File: config.mk
export PLATFORM = sky130hd
export DESIGN_NAME = rf_write_arbiter
export DESIGN_NICKNAME = d
export VERILOG_FILES = /design/src/rtl/rf_write_arbiter.sv
export SDC_FILE = /design/constraint.sdc
export NUM_CORES = 1
export LEC_CHECK = 0
export CAP_MARGIN = 5
export CORE_ASPECT_RATIO = 0.75
export CORE_MARGIN = 2
export CORE_UTILIZATION = 55
export CTS_BUF_LIST = sky130_fd_sc_hd__clkbuf_4
export CTS_CLUSTER_DIAMETER = 120
export CTS_CLUSTER_SIZE = 8
export DETAILED_ROUTE_END_ITERATION = 12
export PLACE_DENSITY = 0.88
export SKIP_LAST_GASP = 1
export SLEW_MARGIN = 40
export SYNTH_ARGS = -nofsm -noshare
export SYNTH_HDL_FRONTEND = slang
export SYNTH_SLANG_ARGS = --single-unit
File: constraint.sdc
create_clock -name clk -period 4.6 [get_ports clk]
set_clock_uncertainty 0.2 [all_clocks]
set_input_delay 0.69 -clock clk [delete_from_list [all_inputs] [get_ports clk]]
set_output_delay 0.69 -clock clk [all_outputs]
set_load 0.05 [all_outputs]
File: src/rtl/rf_write_arbiter.sv
// Register-file write-port arbiter: the WB stage has priority, MDU results wait in a
// small FIFO and drain into writeback bubbles, and a busy scoreboard feeds the hazard unit.
module rf_write_arbiter #(
  parameter int DEPTH        = 2,
  parameter int STARVE_LIMIT = 4
) (
  input  logic        clk,
  input  logic        rst,
  input  logic        pipe_wr_en,
  input  logic [4:0]  pipe_wr_addr,
  input  logic [31:0] pipe_wr_data,
  input  logic        mdu_wr_valid,
  input  logic [4:0]  mdu_wr_addr,
  input  logic [31:0] mdu_wr_data,
  output logic        mdu_wr_ready,
  input  logic        issue_valid,
  input  logic [4:0]  issue_addr,
  input  logic [4:0]  query_rs,
  input  logic [4:0]  query_rt,
  input  logic [4:0]  query_rd,
  output logic        hazard,
  output logic [31:0] busy,
  output logic        stall_req,
  output logic        rf_reg_write,
  output logic [4:0]  rf_write_reg,
  output logic [31:0] rf_write_data
);

  localparam int          AW      = $clog2(DEPTH);
  localparam logic [3:0]  LIMIT   = 4'(STARVE_LIMIT);
  localparam logic [AW:0] PTR_ONE = {{AW{1'b0}}, 1'b1};

  logic [4:0]  fifo_addr [DEPTH];
  logic [31:0] fifo_data [DEPTH];
  logic [AW:0] wr_ptr, rd_ptr, wr_ptr_next, rd_ptr_next;
  logic        empty, full, empty_next;
  logic        store, pipe_grant, pop;
  logic [4:0]  head_addr;
  logic [31:0] head_data;
  logic [31:0] busy_next;
  logic [3:0]  age, age_next;
  logic        stall_next;

  // Extra pointer MSB tells full from empty when the index bits match.
  assign empty = (wr_ptr == rd_ptr);
  assign full  = (wr_ptr[AW] != rd_ptr[AW]) && (wr_ptr[AW-1:0] == rd_ptr[AW-1:0]);

  assign mdu_wr_ready = !full && !rst;
  assign store        = mdu_wr_valid && mdu_wr_ready && (mdu_wr_addr != 5'd0);

  assign pipe_grant = pipe_wr_en && (pipe_wr_addr != 5'd0);
  assign pop        = !pipe_grant && !empty;

  assign head_addr = fifo_addr[rd_ptr[AW-1:0]];
  assign head_data = fifo_data[rd_ptr[AW-1:0]];

  assign wr_ptr_next = store ? wr_ptr + PTR_ONE : wr_ptr;
  assign rd_ptr_next = pop   ? rd_ptr + PTR_ONE : rd_ptr;
  assign empty_next  = (wr_ptr_next == rd_ptr_next);

  assign hazard = ((query_rs != 5'd0) && busy[query_rs]) ||
                  ((query_rt != 5'd0) && busy[query_rt]) ||
                  ((query_rd != 5'd0) && busy[query_rd]);

  always_comb begin
    // NOTE: every variable gets a default first so always_comb never infers a latch.
    busy_next = busy;
    if (pop) busy_next[head_addr] = 1'b0;
    // Set after clear so a same-cycle issue to the popped register keeps it busy.
    if (issue_valid && (issue_addr != 5'd0)) busy_next[issue_addr] = 1'b1;
    busy_next[0] = 1'b0;
  end

  always_comb begin
    age_next = age;
    if (pop || empty)        age_next = 4'd0;
    else if (age != 4'hF)    age_next = age + 4'd1;
    stall_next = (age_next >= LIMIT) && !empty_next;
  end

  // NOTE: payload storage has no reset; validity comes entirely from the pointers,
  // so a reset that empties the pointers makes the stale contents unreachable.
  always_ff @(posedge clk) begin
    if (store) begin
      fifo_addr[wr_ptr[AW-1:0]] <= mdu_wr_addr;
      fifo_data[wr_ptr[AW-1:0]] <= mdu_wr_data;
    end
  end

  // NOTE: sequential state uses non-blocking assignments so every register samples
  // the pre-edge values regardless of statement order.
  always_ff @(posedge clk or posedge rst) begin
    if (rst) begin
      wr_ptr    <= '0;
      rd_ptr    <= '0;
      busy      <= '0;
      age       <= 4'd0;
      stall_req <= 1'b0;
    end else begin
      wr_ptr    <= wr_ptr_next;
      rd_ptr    <= rd_ptr_next;
      busy      <= busy_next;
      age       <= age_next;
      stall_req <= stall_next;
    end
  end

  // Address and data hold their last values when there is no grant.
  always_ff @(posedge clk or posedge rst) begin
    if (rst) begin
      rf_reg_write  <= 1'b0;
      rf_write_reg  <= 5'd0;
      rf_write_data <= 32'd0;
    end else begin
      rf_reg_write <= pipe_grant || pop;
      if (pipe_grant) begin
        rf_write_reg  <= pipe_wr_addr;
        rf_write_data <= pipe_wr_data;
      end else if (pop) begin
        rf_write_reg  <= head_addr;
        rf_write_data <= head_data;
      end
    end
  end

endmodule

After elaboration in Yosys (flattened, before gate mapping)
Memory sizes are Yosys's and may differ from the RTL's.
Cells that the tools add are included.
{"block": "word_totals", "register_bits": 78, "latchBits": 0, "ram_bits": 74, "romBits": 0, "in_bits": 99, "out_inout_bits": 73, "elab_cells": 80, "n_memories": 2}
{"name": "fifo_data", "depth": 2, "word_bits": 32, "read_ports": 1, "rd_clocked_by_memory_dff": 0, "wr": 1, "line_no": "34", "rtl": "logic [31:0] fifo_data [DEPTH];"}
{"name": "fifo_addr", "depth": 2, "word_bits": 5, "read_ports": 1, "rd_clocked_by_memory_dff": 0, "wr": 1, "line_no": "33", "rtl": "logic [4:0] fifo_addr [DEPTH];"}
{"block": "classes", "addsub": 3, "multipliers": 0, "n_div": 0, "magnitude_cmp": 8, "eq_ne": 5, "n_shift": 0, "n_mux": 22, "bitwise_logic": 3, "n_reduce_logical": 29}
{"cell": "$mux 32", "count": 4}
{"cell": "$and 32x32->32", "count": 1}
{"cell": "$not 32->32", "count": 1}
{"cell": "$or 32x32->32", "count": 1}
{"cell": "$lt 5x6->1 const B", "count": 5}
{"cell": "$reduce_bool 5->1", "count": 6}
{"cell": "$bmux 1 s5", "count": 3}
{"cell": "$logic_and 1x1->1", "count": 13}
{"cell": "$demux 1 s5", "count": 2}
{"cell": "$ge 5x1->1 const B", "count": 2}
{"cell": "$mux 5", "count": 2}
{"cell": "$mux 4", "count": 2}
{"cell": "$mux 1", "count": 7}
{"cell": "$logic_not 1->1", "count": 5}
{"cell": "$add 2x1->2 const B", "count": 2}
{"cell": "$add 4x1->4 const B", "count": 1}
{"cell": "$eq 2x2->1", "count": 2}
{"cell": "$ge 4x3->1 const B", "count": 1}
{"cell": "$logic_or 1x1->1", "count": 4}
{"cell": "$mux 2", "count": 2}
{"cell": "$ne 4x4->1 const B", "count": 1}
{"cell": "$reduce_bool 2->1", "count": 1}
{"cell": "$eq 1x1->1", "count": 1}
{"cell": "$ne 1x1->1", "count": 1}

Depth between registers and ports, before layout
Gate-level depths: netlist of the first run.
{"block": "depth", "depth_word": 10, "mapped_depth": 8, "ltp_nobuf": 7}

Worst setup path before layout of the first run
No wires, ideal clock.
{"block": "synth_path", "path_kind": "register -> register", "from": "register rd_ptr[0]", "to": "memory fifo_addr[0][0] (enable)", "setup_ns": 0.398, "t_arrival_ns": 2.793, "required_time_ns": 4.002, "path_slack_ns": 1.209, "path_stages_with_launch": 6, "path_buffers": 1, "period_less_slack_ns": 3.391, "path_cell_list": "dfrtp_1 > buf_2 > xnor2_1 > a21oi_1 > and3_1 > ha_1"}
{"block": "synth_via", "elab_chain_len": 8}
{"item": "start, declared", "line_no": "35", "rtl": "logic [AW:0] wr_ptr, rd_ptr, wr_ptr_next, rd_ptr_next;"}
{"item": "start signal, assigned", "line_no": "101", "rtl": "rd_ptr <= rd_ptr_next;"}
{"item": "$eq 1x1->1", "line_no": "46", "rtl": "assign full = (wr_ptr[AW] != rd_ptr[AW]) && (wr_ptr[AW-1:0] == rd_ptr[AW-1:0]);"}
{"item": "$logic_and 1x1->1", "line_no": "46"}
{"item": "$logic_not 1->1", "line_no": "48", "rtl": "assign mdu_wr_ready = !full && !rst;"}
{"item": "$logic_and 1x1->1", "line_no": "48"}
{"item": "named net mdu_wr_ready", "line_no": "15", "rtl": "output logic mdu_wr_ready,"}
{"item": "$logic_and 1x1->1 (2 in a row)", "line_no": "49", "rtl": "assign store = mdu_wr_valid && mdu_wr_ready && (mdu_wr_addr != 5'd0);"}
{"item": "$mux 1", "line_no": "84", "rtl": "if (store) begin"}
{"item": "$mux 1 (not written as such)", "line_no": "85", "rtl": "fifo_addr[wr_ptr[AW-1:0]] <= mdu_wr_addr;"}
{"item": "end, declared", "line_no": "33"}
The timed path passes the listed nets, and every way through them passes these cells.

Worst setup path after layout of the first run
{"block": "layout_path", "from": "input port query_rt[2]", "to": "output port hazard"}
{"block": "layout_via", "elab_chain_len": 5}
{"item": "start, declared", "line_no": "19", "rtl": "input logic [4:0] query_rt,"}
{"item": "$bmux 1 s5", "line_no": "62", "rtl": "((query_rt != 5'd0) && busy[query_rt]) ||"}
{"item": "$mux 1 (not written as such)", "line_no": "62"}
{"item": "$logic_and 1x1->1 *", "line_no": "62"}
{"item": "$logic_or 1x1->1 *", "line_no": "61", "rtl": "assign hazard = ((query_rs != 5'd0) && busy[query_rs]) ||"}
{"item": "$logic_or 1x1->1 *", "line_no": "62"}
{"item": "end, declared", "line_no": "21", "rtl": "output logic hazard,"}
Mark *: on every way between the ends. The rest lies on a longest branch, timed or not. The select of a mux whose other input is x is not followed.

==> results of run 1 <==
## power by group
| part | leakage [µW] | switching, µW | internal (µW) |
|---|---|---|---|
| clock | 0.000126 | 505 | 232 |
| combinational | 0.00176 | 2060 | 1160 |
| sequential | 0.00161 | 448 | 1850 |
## worst max path at each step
| stage | endpoint | slack [ns] |
|---|---|---|
| 6_report | hazard | 0.35 |
| 5_1_grt | hazard | 0.18 |
| 4_1_cts | hazard | 0.35 |
| 3_5_place_dp | hazard | 0.35 |
| 3_3_place_gp | hazard | 0.35 |
| 2_1_floorplan | fifo_addr[0][0] | 1.21 |
## kinds of logic (layout without fill, tap and decap cells)
| group | Yosys count | in the layout | share of synthesized area, % |
|---|---|---|---|
| AO/OA/AOI/OAI | 166 | 166 | 13.0 |
| AND/OR/NAND/NOR | 154 | 154 | 10.0 |
| flip-flops | 152 | 152 | 59.1 |
| multiplexers | 76 | 76 | 13.7 |
| buffers and inverters | 42 | 215 | 2.46 |
| XOR/XNOR | 7 | 7 | 1.06 |
| adder cells (fa/ha/maj) | 3 | 3 | 0.532 |
| other | 1 | 1 | 0.0531 |
## per-layer routing
metal,vias up,routed length (µm)
met5,-,0
met4,0,299
met3,28,1620
met2,282,8450
met1,2806,7700
li1,2565,-
## metrics by stage
step | std cells | hold WS, ns | cell area [µm²] | utilization [%] | total power, µW
2_1_floorplan | 601 | 0.317 | 7060 | - | 4360
3_3_place_gp | 908 | 0.346 | 8880 | 71.6 | 5420
3_5_place_dp | 908 | 0.348 | 8900 | 71.8 | 5530
4_1_cts | 940 | 0.350 | 9150 | 73.8 | 6260
5_1_grt | 940 | 0.356 | 9150 | 73.8 | 6580
6_report | 940 | 0.352 | 9150 | 73.8 | 6260
## area by class of cell
cell class / instances / share of cell area (%)
Tap cell: 166 / 2.27
Clock inverter: 14 / 1.24
Multi-Input combinational cell: 407 / 29.9
Sequential cell: 152 / 45.6
Inverter: 7 / 0.342
Timing Repair Buffer: 176 / 19.1
Clock buffer: 18 / 1.48
## worst max-delay path, delay by kind of cell
| kind | cells | cell delay (ns) |
|---|---|---|
| simple gates | 1 | 0.13 |
| buf+inv | 2 | 1.49 |
| mux | 1 | 0.39 |
| compound gates | 3 | 0.67 |
## cell usage after synthesis, drive strengths merged, types with 5 or more instances
| cell | number |
|---|---|
| nor2 | 14 |
| clkbuf | 25 |
| mux2 | 14 |
| dfrtp | 78 |
| nand3 | 10 |
| nand4 | 6 |
| mux2i | 47 |
| buf | 10 |
| o31ai | 5 |
| nand2 | 92 |
| a21oi | 7 |
| inv | 7 |
| nand2b | 5 |
| mux4 | 15 |
| o21ai | 132 |
| edfxtp | 74 |
==> flow_summary.ini, run 1 <==
[final_layout]
largest_reg_flops = 64
syn_to_final_growth_pct = 29.6
register_area_um2 = 4180
nets = 863
n_fill_cell = 848
layout-drive-gt1-share_pct = 9.95
antenna_cells = 0
final_common_cell = clkdlybuf4s50_1
multi_input_area_um2 = 2740
final_cell_mix = clkdlybuf4s50_1 (170), o21ai_0 (128), nand2_1 (91), dfrtp_1 (77), edfxtp_1 (74)

[grt]
met2_usage_pct = 43.2
overflow = 0
grt_use_met1_pct = 37.7
grt_pass1_vias = 5534
track_usage_pct = 27.2
grt_max_degree = 57
grt.busiest_layer = met2
met3_usage_pct = 6.99
antenna_found_initial = 0
grt_pass1_wl_um = 28700

[floorplan]
fp.coreArea_um2 = 12400
io_pins = 172
die_width_um = 135
dieArea_um2 = 13800
die_h_um = 102
rows = 35
start_util_pct = 57.0

[logic_synthesis]
synth_top_area_share_pct = 31.5
synth_edf_count = 74
synth_fp_nets = 703
syn_area_um2 = 7060
synthTopCellsByArea = edfxtp_1 (31%), dfrtp_1 (28%), o21ai_0 (9.1%), mux2i_1 (6.7%), nand2_1 (4.9%)
async_flop_share_pct = 51.3
synth-seq-area-share_pct = 59.1
dominantRegCellSynth = dfrtp_1
avgSynthCellArea_um2 = 11.7
synth_seq_cells = 152
synthCells = 601
ys_types = 51
yosysTopAreaCell = edfxtp_1
ys.warnings.count = 0

[drt]
dr.first_iter.drc_count = 531
finalWirelength_um = 18100
vias = 5681
detail_route.wl_per_cell_um = 19.2
dr.pass1.iters = 5
ant_nets = 0
via_per_inst = 6.04
drc_errors = 0

[place]
gp_congestion = 0.907
hpwl_um = 13200
place_ws_ns = 0.353
port_buffers = 170

[clock_network]
cts_tree = done
clk_pin_slew_ns = 0.13
cts_num_sinks = 152
clk_latency_ns = 0.54
clockBufferDepth = 2
h-tree-depth = 4
cts_setup_buffers = 0
root_buffer = clkbuf_4
cts_inserted_buffers = 17
cts_hold_buf = 0
ctsResizeCount = 0

[timing]
finalMaxSlewViolations = 0
tightest_slew_ns = 0.721
max_freq_ghz = 0.235
rsz0062_at_grt = false
setup_tns_ns = 0
fin_crit_sh_pct = 92.4
period_needed_ns = 4.25
hold_viol_final = 0
slew-limit-headroom_pct = 50.6
final-setup-viol-count = 0
setup_ws_ns = 0.352

[outcome]
status = completed

[power_and_ir_drop]
p_per_area_nw_per_um2 = 684
ir_drop_mv = 0.504
p_leak_uw = 0.00350

[setup_path]
slowest_stage = clkdlybuf4s50_1
timing.rr.start = rd_ptr[0]
path_class = in -> out
crit_required_ns = 3.71
cp-start-kind = input port
reg2reg_depth = 6
path_cells = clkdlybuf4s50_1 -> mux2_2 -> a2111oi_0 -> a2111oi_0 -> a21oi_1 -> nand4_1 -> clkdlybuf4s50_1
crit_fanout = 9
crit_start = query_rt[2]
cp.arrival_ns = 3.36
max_stage_delay_ns = 0.76
ff2ff_setup_slack_ns = 1.75
worstSetupEndpointType = primary output
r2r-end = stall_req

[run]
max_cap_violations = 0

[worst_hold_path]
min_path_type = in -> async
Power figures use the tool's default switching activity.
==> run 2: changes to the inputs <==
--- a/config.mk
+++ b/config.mk
@@ -14,6 +14,8 @@
 export CTS_CLUSTER_SIZE = 8
 export DETAILED_ROUTE_END_ITERATION = 12
 export PLACE_DENSITY = 0.88
+export REMOVE_ABC_BUFFERS = 1
+export SETUP_SLACK_MARGIN = 0.3
 export SKIP_LAST_GASP = 1
 export SLEW_MARGIN = 40
 export SYNTH_ARGS = -nofsm -noshare
==> flow_summary.ini, run 2 (synthesized netlist as in run 1, its figures left out) <==
[grt]
grt_pass1_wl_um = 30000
overflow = 0
track_usage_pct = 28.8
grt_pass1_vias = 5657
grt_max_degree = 72
antenna_found_initial = 0

[setup_path]
path_delay_family = buffers and inverters
worst_path_most_repeated_cell = clkdlybuf4s50_1
cp.buffers_inverters = 2
r2r-end = busy[10]
max_stage_delay_ns = 0.72
crit_required_ns = 3.71
slowest_stage = clkdlybuf4s50_1
cp-start-kind = input port
ff2ff_setup_slack_ns = 1.75
timing.rr.start = rd_ptr[0]
cp.arrival_ns = 3.32
path_cells = clkdlybuf4s50_1 -> mux2_2 -> o311ai_0 -> a311oi_1 -> nor4_1 -> nand4_1 -> clkdlybuf4s50_1
reg2reg_depth = 6
path_class = in -> out
worstSetupEndpointType = primary output
crit_fanout = 8

[place]
gp_congestion = 0.897
dp.cells = 908
placed_area_um2 = 8900
hpwl_um = 13500
port_buffers = 170

[power_and_ir_drop]
p_per_area_nw_per_um2 = 707
p_leak_uw = 0.00356
ir_drop_mv = 0.558
p_total_uw = 6550

[final_layout]
final_cell_mix = clkdlybuf4s50_1 (169), o21ai_0 (128), nand2_1 (91), dfrtp_1 (77), edfxtp_1 (74)
stdcell_area_um2 = 9260
antenna_cells = 0
largest_reg_flops = 64
nets = 863
layout-drive-gt1-share_pct = 9.95
final_cells = 940
n_fill_cell = 816
final_common_cell = clkdlybuf4s50_1
register_area_um2 = 4180
utilization_pct = 74.7
syn_to_final_growth_pct = 31.2
multi_input_area_um2 = 2740

[drt]
dr.first_iter.drc_count = 512
drc_errors = 0
via_per_inst = 6.16
vias = 5786
detail_route.wl_per_cell_um = 20.3
finalWirelength_um = 19100
dr.pass1.iters = 5
ant_nets = 0

[clock_network]
cts_num_sinks = 152
cts_hold_buf = 0
ctsResizeCount = 0
clk_latency_ns = 0.51
root_buffer = clkbuf_4
cts_setup_buffers = 0
cts_tree = done
clk_pin_slew_ns = 0.12
cts_inserted_buffers = 17
h-tree-depth = 4
clockBufferDepth = 2

[timing]
slew-limit-headroom_pct = 51.4
max_freq_ghz = 0.238
hold_viol_final = 0
final-setup-viol-count = 0
fin_crit_sh_pct = 91.5
finalMaxSlewViolations = 0
setup_tns_ns = 0
tightest_slew_ns = 0.729
period_needed_ns = 4.21
rsz0062_at_grt = false

[floorplan]
fp.coreArea_um2 = 12400
dieArea_um2 = 13800
die_width_um = 135
start_util_pct = 57.0
die_h_um = 102
rows = 35
io_pins = 172

[run]
max_cap_violations = 0

[worst_hold_path]
min_path_type = in -> async

[outcome]
status = completed
## run 2: cell count changes in the layout (fill, tap and decap cells not counted)
cell,before,now
inv_8,2,0
dlymetal6s2s_1,0,1
bufinv_16,0,5
clkinvlp_4,5,3
clkinv_2,2,1
clkdlybuf4s50_1,170,169
clkinv_4,1,4
inv_6,5,2
## run 2: area by class of cell
type	count	area share [%]
Clock buffer	18	1.46
Clock inverter	14	2.39
Inverter	7	0.338
Multi-Input combinational cell	407	29.6
Sequential cell	152	45.1
Tap cell	166	2.24
Timing Repair Buffer	176	18.9
## run 2: through the flow
stage | hold slack [ns] | worst slack, ns
3_3_place_gp | 0.341 | 0.351
5_1_grt | 0.369 | 0.342
3_5_place_dp | 0.368 | 0.302
6_report | 0.372 | 0.390
4_1_cts | 0.349 | 0.302
2_1_floorplan | 0.317 | 0.0338
## run 2: how the worst max path moves through the flow
stage	startpoint	endpoint	slack [ns]	cells past startpoint
6_report	query_rs[1]	hazard	0.39	7
5_1_grt	query_rs[1]	hazard	0.34	7
4_1_cts	query_rt[2]	hazard	0.30	7
3_5_place_dp	query_rt[2]	hazard	0.30	7
3_3_place_gp	query_rt[2]	hazard	0.35	7
2_1_floorplan	rd_ptr[0]	fifo_addr[0][0]	0.03	4
## run 2: report_power, final
group	internal (µW)	switching (µW)
clock	497	483
combinational	1160	2110
sequential	1850	449
total	3510	3040
## run 2: metal layers
metal / share of wire, % / GRT usage (%) / up-vias
li1: - / - / 2560
met4: 3.2 / 13.6 / 0
met5: 0 / 0 / -
met2: 48 / 46.0 / 314
met1: 41 / 39.0 / 2854
met3: 7.5 / 5.26 / 58
